===== src/rtl/bvh_fetch_arbiter.sv =====
// rtl/bvh_fetch_arbiter.sv - round-robin arbiter sharing node/leaf RAM read ports among BVH traversal cores
module bvh_fetch_arbiter #(
    parameter int NUM_CORES       = 4,
    parameter int INDEX_WIDTH     = 16,
    parameter int NODE_ADDR_WIDTH = 10,
    parameter int LEAF_ADDR_WIDTH = 10,
    parameter int NODE_DATA_WIDTH = 224,
    parameter int LEAF_DATA_WIDTH = 232,
    parameter int RAM_LATENCY     = 1,
    parameter int STALL_CNT_WIDTH = 32,
    localparam int CW = (NUM_CORES > 1) ? $clog2(NUM_CORES) : 1
) (
    input  logic                             clk,
    input  logic                             resetn,
    input  logic [NUM_CORES-1:0]             req_valid,
    input  logic [NUM_CORES*INDEX_WIDTH-1:0] req_index,
    output logic [NUM_CORES-1:0]             req_grant,
    output logic                             node_ram_en,
    output logic [NODE_ADDR_WIDTH-1:0]       node_ram_addr,
    input  logic [NODE_DATA_WIDTH-1:0]       node_ram_rdata,
    output logic                             leaf_ram_en,
    output logic [LEAF_ADDR_WIDTH-1:0]       leaf_ram_addr,
    input  logic [LEAF_DATA_WIDTH-1:0]       leaf_ram_rdata,
    output logic                             resp_valid,
    output logic [CW-1:0]                    resp_core,
    output logic                             resp_is_leaf,
    output logic [LEAF_DATA_WIDTH-1:0]       resp_data,
    output logic                             busy,
    output logic [STALL_CNT_WIDTH-1:0]       stall_count
);
    localparam int ECW = $clog2(NUM_CORES + 1);

    logic [NUM_CORES-1:0] pending;
    logic [NUM_CORES-1:0] eligible;
    logic [NUM_CORES-1:0] clr_mask;
    logic [CW-1:0]        rr_ptr;
    logic [CW-1:0]        winner;
    logic                 found;
    logic [ECW-1:0]       elig_cnt;
    logic                 win_leaf;
    logic [NODE_ADDR_WIDTH-1:0] win_node_addr;
    logic [LEAF_ADDR_WIDTH-1:0] win_leaf_addr;

    // Shift pipe tracking each RAM read; stage 0 is the issue cycle.
    logic [RAM_LATENCY:0] pipe_valid;
    logic [RAM_LATENCY:0] pipe_leaf;
    logic [CW-1:0]        pipe_core [0:RAM_LATENCY];

    always_comb begin
        int idx;
        idx      = 0;
        eligible = req_valid & ~pending;
        found    = 1'b0;
        winner   = '0;
        elig_cnt = '0;
        for (int i = 0; i < NUM_CORES; i++) begin
            idx = int'(rr_ptr) + i;
            if (idx >= NUM_CORES) idx = idx - NUM_CORES;
            if (!found && eligible[idx]) begin
                found  = 1'b1;
                winner = CW'(idx);
            end
            elig_cnt = elig_cnt + ECW'(eligible[i]);
        end
        req_grant     = found ? (NUM_CORES'(1) << winner) : '0;
        win_leaf      = req_index[winner*INDEX_WIDTH + INDEX_WIDTH - 1];
        win_node_addr = req_index[winner*INDEX_WIDTH +: NODE_ADDR_WIDTH];
        win_leaf_addr = ~req_index[winner*INDEX_WIDTH +: LEAF_ADDR_WIDTH];
        clr_mask      = resp_valid ? (NUM_CORES'(1) << resp_core) : '0;
    end

    assign busy = |pending;

    always_ff @(posedge clk or negedge resetn) begin
        if (!resetn) begin
            pending       <= '0;
            rr_ptr        <= '0;
            node_ram_en   <= 1'b0;
            node_ram_addr <= '0;
            leaf_ram_en   <= 1'b0;
            leaf_ram_addr <= '0;
            pipe_valid    <= '0;
            pipe_leaf     <= '0;
            for (int k = 0; k <= RAM_LATENCY; k++) pipe_core[k] <= '0;
            resp_valid    <= 1'b0;
            resp_core     <= '0;
            resp_is_leaf  <= 1'b0;
            resp_data     <= '0;
            stall_count   <= '0;
        end else begin
            // A core's own grant and response never coincide, so set/clear cannot collide.
            pending <= (pending & ~clr_mask) | req_grant;
            if (found)
                rr_ptr <= (winner == CW'(NUM_CORES - 1)) ? '0 : winner + CW'(1);

            node_ram_en <= found && !win_leaf;
            if (found && !win_leaf) node_ram_addr <= win_node_addr;
            leaf_ram_en <= found && win_leaf;
            if (found && win_leaf) leaf_ram_addr <= win_leaf_addr;

            pipe_valid[0] <= found;
            pipe_leaf[0]  <= win_leaf;
            pipe_core[0]  <= winner;
            for (int k = 1; k <= RAM_LATENCY; k++) begin
                pipe_valid[k] <= pipe_valid[k-1];
                pipe_leaf[k]  <= pipe_leaf[k-1];
                pipe_core[k]  <= pipe_core[k-1];
            end

            resp_valid <= pipe_valid[RAM_LATENCY];
            if (pipe_valid[RAM_LATENCY]) begin
                resp_core    <= pipe_core[RAM_LATENCY];
                resp_is_leaf <= pipe_leaf[RAM_LATENCY];
                resp_data    <= pipe_leaf[RAM_LATENCY] ? leaf_ram_rdata
                                                       : LEAF_DATA_WIDTH'(node_ram_rdata);
            end

            if (elig_cnt >= ECW'(2) && stall_count != '1)
                stall_count <= stall_count + STALL_CNT_WIDTH'(1);
        end
    end
endmodule

===== config.mk =====
export PLATFORM = sky130hd
export DESIGN_NAME = bvh_fetch_arbiter
export DESIGN_NICKNAME = d
export VERILOG_FILES = /design/src/rtl/bvh_fetch_arbiter.sv
export SDC_FILE = /design/constraint.sdc
export NUM_CORES = 1
export LEC_CHECK = 0
export BUFFER_PORTS_ARGS = -buffer_cell sky130_fd_sc_hd__clkbuf_2
export CAP_MARGIN = 20
export CORE_AREA = 2 2 316 318
export DETAILED_ROUTE_END_ITERATION = 8
export DIE_AREA = 0 0 318 320
export PLACE_DENSITY = 0.43
export SETUP_SLACK_MARGIN = 0.5
export SYNTH_ARGS = -nofsm -noshare
export SYNTH_HDL_FRONTEND = slang
export SYNTH_SLANG_ARGS = --single-unit

===== constraint.sdc =====
create_clock -name clk -period 2.51 [get_ports clk]
set_input_delay 0.251 -clock clk [delete_from_list [all_inputs] [get_ports clk]]
set_output_delay 0.251 -clock clk [all_outputs]
set_load 0.01 [all_outputs]

* Word level (Yosys, flattened, before mapping) *
Cells that the tools add are included.
W data, S select, Z words.

operators by class
  $add $sub $neg = 14
  order comparisons = 10
  eq/ne operators = 2
  shift-type cells = 3
  multiplexer cells = 30
  bitwise logic cells = 6
  reductions and logical operators = 11

operators by type and width
  kind                     number
  $mux W232                1
  $lt A32 B4 Y1 const B    4
  $mux W32                 4
  $shiftx A64 B7 Y10       1
  $add A32 B1 Y32 const B  1
  $lt A32 B7 Y1 const B    1
  $ne A32 B32 Y1 const B   1
  $mux W1                  13
  $sub A3 B3 Y4 const B    3
  $mux W2                  5
  $not A10 Y10             1
  $ge A3 B3 Y1 const B     3
  $and A4 B4 Y4            2
  $bmux W1 S2              4
  $mux W4                  2
  $not A4 Y4               2
  $shl A1 B2 Y4 const A    2
  $sub A7 B1 Y8 const B    1
  $add A6 B5 Y7 const B    1
  $add A2 B2 Y3 const B    2
  $bmux W1 S6              1
  $logic_and A1 B1 Y1      6
  $logic_not A1 Y1         4
  $or A4 B4 Y4             1
  10 further kinds         10

storage, ports and cells
  register bits after elaboration = 304
  input port bits = 526

* Longest topological paths before layout *
  word-level depth = 21
  depth in mapped cells = 10

* Worst setup path before layout *
OpenSTA, ideal clock, no wires.

  path kind = flip-flop to flip-flop
  start point = register pending[0]
  end point = register stall_count[8]
  library setup time = 0.132 ns
  data arrival time = 2.016 ns
  path slack = 0.363 ns
  stages on the path, launching flop included = 11
  path buffers = 3
  period minus slack after synthesis = 2.147 ns
  cell sequence = dfrtp_1 > nor2b_1 > buf_6 > xnor2_1 > ha_1 > a221o_1 > clkbuf_1 > o21ai_2 > buf_4 > nor3_1 > xor2_1

between the ends
  longest elaborated chain between the ends = 7

RTL lines
  what                      line  source
  start: declaration        33    logic [NUM_CORES-1:0] pending;
  start signal: assignment  92    pending <= (pending & ~clr_mask) | req_grant;
  $not A4 Y4                52    eligible = req_valid & ~pending;
  $and A4 B4 Y4             52
  $add A1 B1 Y2             63    elig_cnt = elig_cnt + ECW'(eligible[i]);
  $add A2 B1 Y3             63
  $add A3 B1 Y3             63
  $ge A3 B2 Y1              118   if (elig_cnt >= ECW'(2) && stall_count != '1)
  $logic_and A1 B1 Y1       118
  end signal: assignment    119   stall_count <= stall_count + STALL_CNT_WIDTH'(1);
  end: declaration          29    output logic [STALL_CNT_WIDTH-1:0] stall_count

No other way between the ends.
A chain may end at the register's enable or synchronous reset.

* Worst setup path after layout *
  start point = register pending[0]
  end point = output req_grant[0]

between the ends
  longest elaborated chain between the ends = 17
  elaborated cells between the ends (all ways) = 30
  classes of those cells = 1 x shift; 21 x mux; 2 x bitwise; 6 x reduce/logical

RTL lines
  what                                         line  source
  $not A4 Y4 (*)                               52
  $and A4 B4 Y4 (*)                            52
  $bmux W1 S2                                  59    if (!found && eligible[idx]) begin
  $mux W1 (not written as such) (2 in series)  59
  $mux W1                                      59
  $logic_not A1 Y1                             59
  $logic_and A1 B1 Y1                          59
  $mux W1                                      59
  $logic_not A1 Y1                             59
  $logic_and A1 B1 Y1                          59
  $mux W1                                      59
  $logic_not A1 Y1                             59
  $logic_and A1 B1 Y1                          59
  $mux W2 (*)                                  59
  named net winner[0]                          37    logic [CW-1:0] winner;
  $shl A1 B2 Y4 (*)                            65    req_grant = found ? (NUM_CORES'(1) << winner) : '0;
  $mux W4 (*)                                  65
  end: declaration                             17    output logic [NUM_CORES-1:0] req_grant,

The timed path passes the listed nets; every way through them passes the cells marked *. The select of a mux whose other input is x is not followed.

==> key figures <==
Run status
  • Status: completed

Min path
  • Hold path cells: 3
  • Hold EP: resp_data[38]
  • Hold Crit Class: primary input to flop
  • Worst hold start: node_ram_rdata[38]

Yosys
  • Mapped Cells: 1318
  • Yosys Warn Count: 0
  • EDFF count, synth: 0
  • Sequential-to-total area share from yosys stat: 0.545
  • Ys async rst share: 1.00
  • Number of synthesized register bits: slightly above 300
  • Post-synthesis cell type count: 47
  • Post-Syn Area per Cell: 10.6 um2
  • Top_reg_cell synth: dfrtp_1
  • Post-Syn Nets: 1846
  • Post-synthesis cell area: 0.0140 mm2

Final layout
  • Layout cells sized above 1: 0.404
  • Final net count: 3043
  • Fin area: ~0.025 mm2
  • Layout area overhead: 81.8%
  • Fill cell count: 10418
  • Storage cell area: 0.00762 mm2
  • Multi-input gate area: 0.00620 mm2

Setup path
  • Crit. End Element: output pin
  • Register-to-Register Path Depth: 11
  • Crit Path Max Fanout: 4
  • R2R Path End: stall_count[16]
  • Startpoint type of the worst setup path: flop
  • Slowest-stage cell, CP: dfrtp_2
  • Worst reg2reg path startpoint: pending[0]
  • Crit-path cells: nor3b_4 > a211oi_4 > o21ai_4 > buf_12 > clkinvlp_4 > nor2_2 > buf_2
  • FF-to-FF setup slack: 0.17 ns
  • CP arrival: 2.09 ns
  • Kind of critical path: flop to output pin
  • Crit-path max cell delay: roughly 0.44 ns
  • Crit path required time: roughly 2.3 ns

Floorplan
  • I/O Pins: 821
  • Die Ht: 320 um
  • Die outline width: 318 um
  • Starting Density: 0.143
  • Die ar.: approximately 0.10 mm2
  • Core Rows: roughly 120
  • Core ar.: 0.0980 mm2

Global routing
  • First-pass GRT wire length: about 95 mm
  • GRT Total Usage: 0.123
  • Pin count of the biggest net entering global routing: 121
  • Vias in the first global route: 15199
  • Initial antenna violation count: 4
  • Gr ovfl total: 0

Detailed routing
  • Antenna viol nets, final: 0
  • DRC viols: 0
  • Vias per std cell: 3.74
  • Routed wire length: 65.4 mm
  • Initial DRC Count: 541
  • TritonRoute pass-1 iters: 6
  • Avg WL per Cell: around 17 um
  • Via Count: 14313

Power
  • Pwr Density: 1130 mW/mm2
  • Worst VDD drop: 0.502 mV
  • Lkg Pwr: 12.6 nW

Job
  • Max-cap violations: 0

Clock network
  • Clock latency on the worst-skew pair: 0.58 ns
  • CTS tree: built
  • Reg clk slew, reported paths: 0.06 ns
  • CTS Buffer Depth: 3
  • Num CTS Buffers: 38
  • CTS sink cnt: 304
  • H-tree levels: 2
  • Root Driver: clkbuf_16

Placed design
  • RePlAce Congestion: 0.793
  • Placed inst area: 0.0199 mm2
  • Hpwl dp: 48.5 mm
  • Dpl ws: roughly 0.24 ns
  • I/O Buffers: 800

STA
  • Hold WS: 0.0401 ns
  • Slew headroom: 0.496
  • Setup TNS: 0 ns
  • FMAX: 427 MHz
  • Slew @ Worst Pin: around 0.76 ns
  • Count of final setup violators: 0
  • Period utilization: 0.932
  • Setup ws final: 0.170 ns
  • Final Max Tran Viols: 0
  • RSZ-0062 raised after global routing: yes
  • Final Hold Viols: 0
  • Fin crit period: 2.34 ns
  • Clk_skew: 0.0191 ns
-- worst max-delay path by stage --
stage / start / to / cells after the start
2_1_floorplan: pending[0] / stall_count[8] / 10
3_3_place_gp: stall_count[0] / stall_count[1] / 6
3_5_place_dp: pending[1] / node_ram_addr[9] / 7
4_1_cts: pending[0] / req_grant[2] / 10
5_1_grt: pending[0] / req_grant[0] / 6
6_report: pending[0] / req_grant[0] / 7
-- per-layer routing --
metal / track usage / share of wire / vias to the layer above
met1: 0.128 / 0.37 / 6645
met2: 0.221 / 0.51 / 563
met5: 0 / 0.00020 / -
met4: 0.0621 / 0.047 / 2
li1: - / - / 6970
met3: 0.0405 / 0.077 / 133
-- report_power, final --
part           switching (mW)  internal, mW  total (mW)
logic                    7.98          6.52        14.5
registers                1.44          7.21        8.65
clock network            2.26          3.35        5.61
total                    11.7          17.1        28.8
-- registers in the layout (all words and copies together) (netlist names), 4 cells and up --
name and cells:
leaf_ram_addr 10, node_ram_addr 10, pending 4, pipe_core 4, resp_data 232, stall_count 32
-- repair_timing --
action,4_1_cts,5_1_grt
pin swaps,6,24
gates cloned,3,2
endpoints found under the setup margin,55,61
endpoints found under the hold margin,255,0
hold buffers,344,0
gates resized for setup,36,59
setup buffers,18,9
-- layout make-up --
type                    count  area share
inverters                  28     0.00429
repair buffers           1246       0.339
well taps                1287      0.0634
diodes                      2    0.000197
flip-flops and latches    304       0.300
clock inverters            12     0.00719
multi-input cells         897       0.244
clock buffers              52      0.0415
-- Yosys cell counts, types with 2 or more instances --
master	count	area (um2)
nand3_1	25	125
buf_2	11	55.1
and3_1	4	25.0
xor2_1	21	184
o21ai_2	2	17.5
nor4_1	4	25.0
clkbuf_1	52	195
mux2_2	4	45.0
nand4_1	9	56.3
and4_1	2	17.5
a21oi_1	224	1120
dfrtp_1	304	7610
nor2b_1	2	12.5
nand2_1	18	67.6
o22ai_1	2	12.5
nor3b_1	2	15.0
nor3_1	12	60.1
buf_4	2	15.0
mux2i_1	266	2660
buf_1	21	78.8
inv_1	28	105
buf_6	3	33.8
o21ai_0	15	75.1
xnor2_1	11	96.3
mux2_4	9	135
nor2_1	241	905
ha_1	2	25.0
nand2b_1	3	18.8
-- cells by family after synthesis --
logic type	Yosys count	synth area share
AO/OA/AOI/OAI	253	0.0946
buffers and inverters	117	0.0346
flip-flops	304	0.545
XOR/XNOR	32	0.0201
adder cells (fa/ha/maj)	2	0.00179
AND/OR/NAND/NOR	330	0.0999
multiplexers	280	0.204
-- worst max-delay path, delay by kind of cell (launching register included) --
family | cells | cell delay, ns
buf+inv | 3 | 0.39
flops | 1 | 0.44
simple gates | 2 | 0.36
compound gates | 2 | 0.32
-- placed cells by master, fill, tap and decap left out, types with 3 or more instances in the layout --
cell,n
clkbuf_2,795
dlygate4sd3_1,344
dfrtp_1,299
mux2i_1,264
nor2_1,234
a21oi_1,224
buf_4,64
clkbuf_16,39
inv_1,25
nand3_1,22
xor2_1,21
buf_12,17
nand2_1,16
buf_6,15
o21ai_0,14
mux2_4,10
nand4_1,9
xnor2_1,9
clkbuf_1,9
nor3_2,6
buf_8,6
nor2_4,5
clkbuf_8,5
and3_1,4
nor3_1,4
clkinv_2,4
bufinv_16,4
nor2_2,3
o21ai_4,3
nand3_2,3
mux2_2,3
inv_6,3
dfrtp_2,3
-- through the flow --
stage | utilization | power [mW] | std cells
6_report | 0.259 | 28.8 | 3828
2_1_floorplan | - | 15.6 | 1318
5_1_grt | 0.259 | 30.8 | 3828
4_1_cts | 0.255 | 28.8 | 3815
3_3_place_gp | 0.204 | 21.5 | 3386
3_5_place_dp | 0.204 | 21.6 | 3386
(Power assumes the default switching activity.)
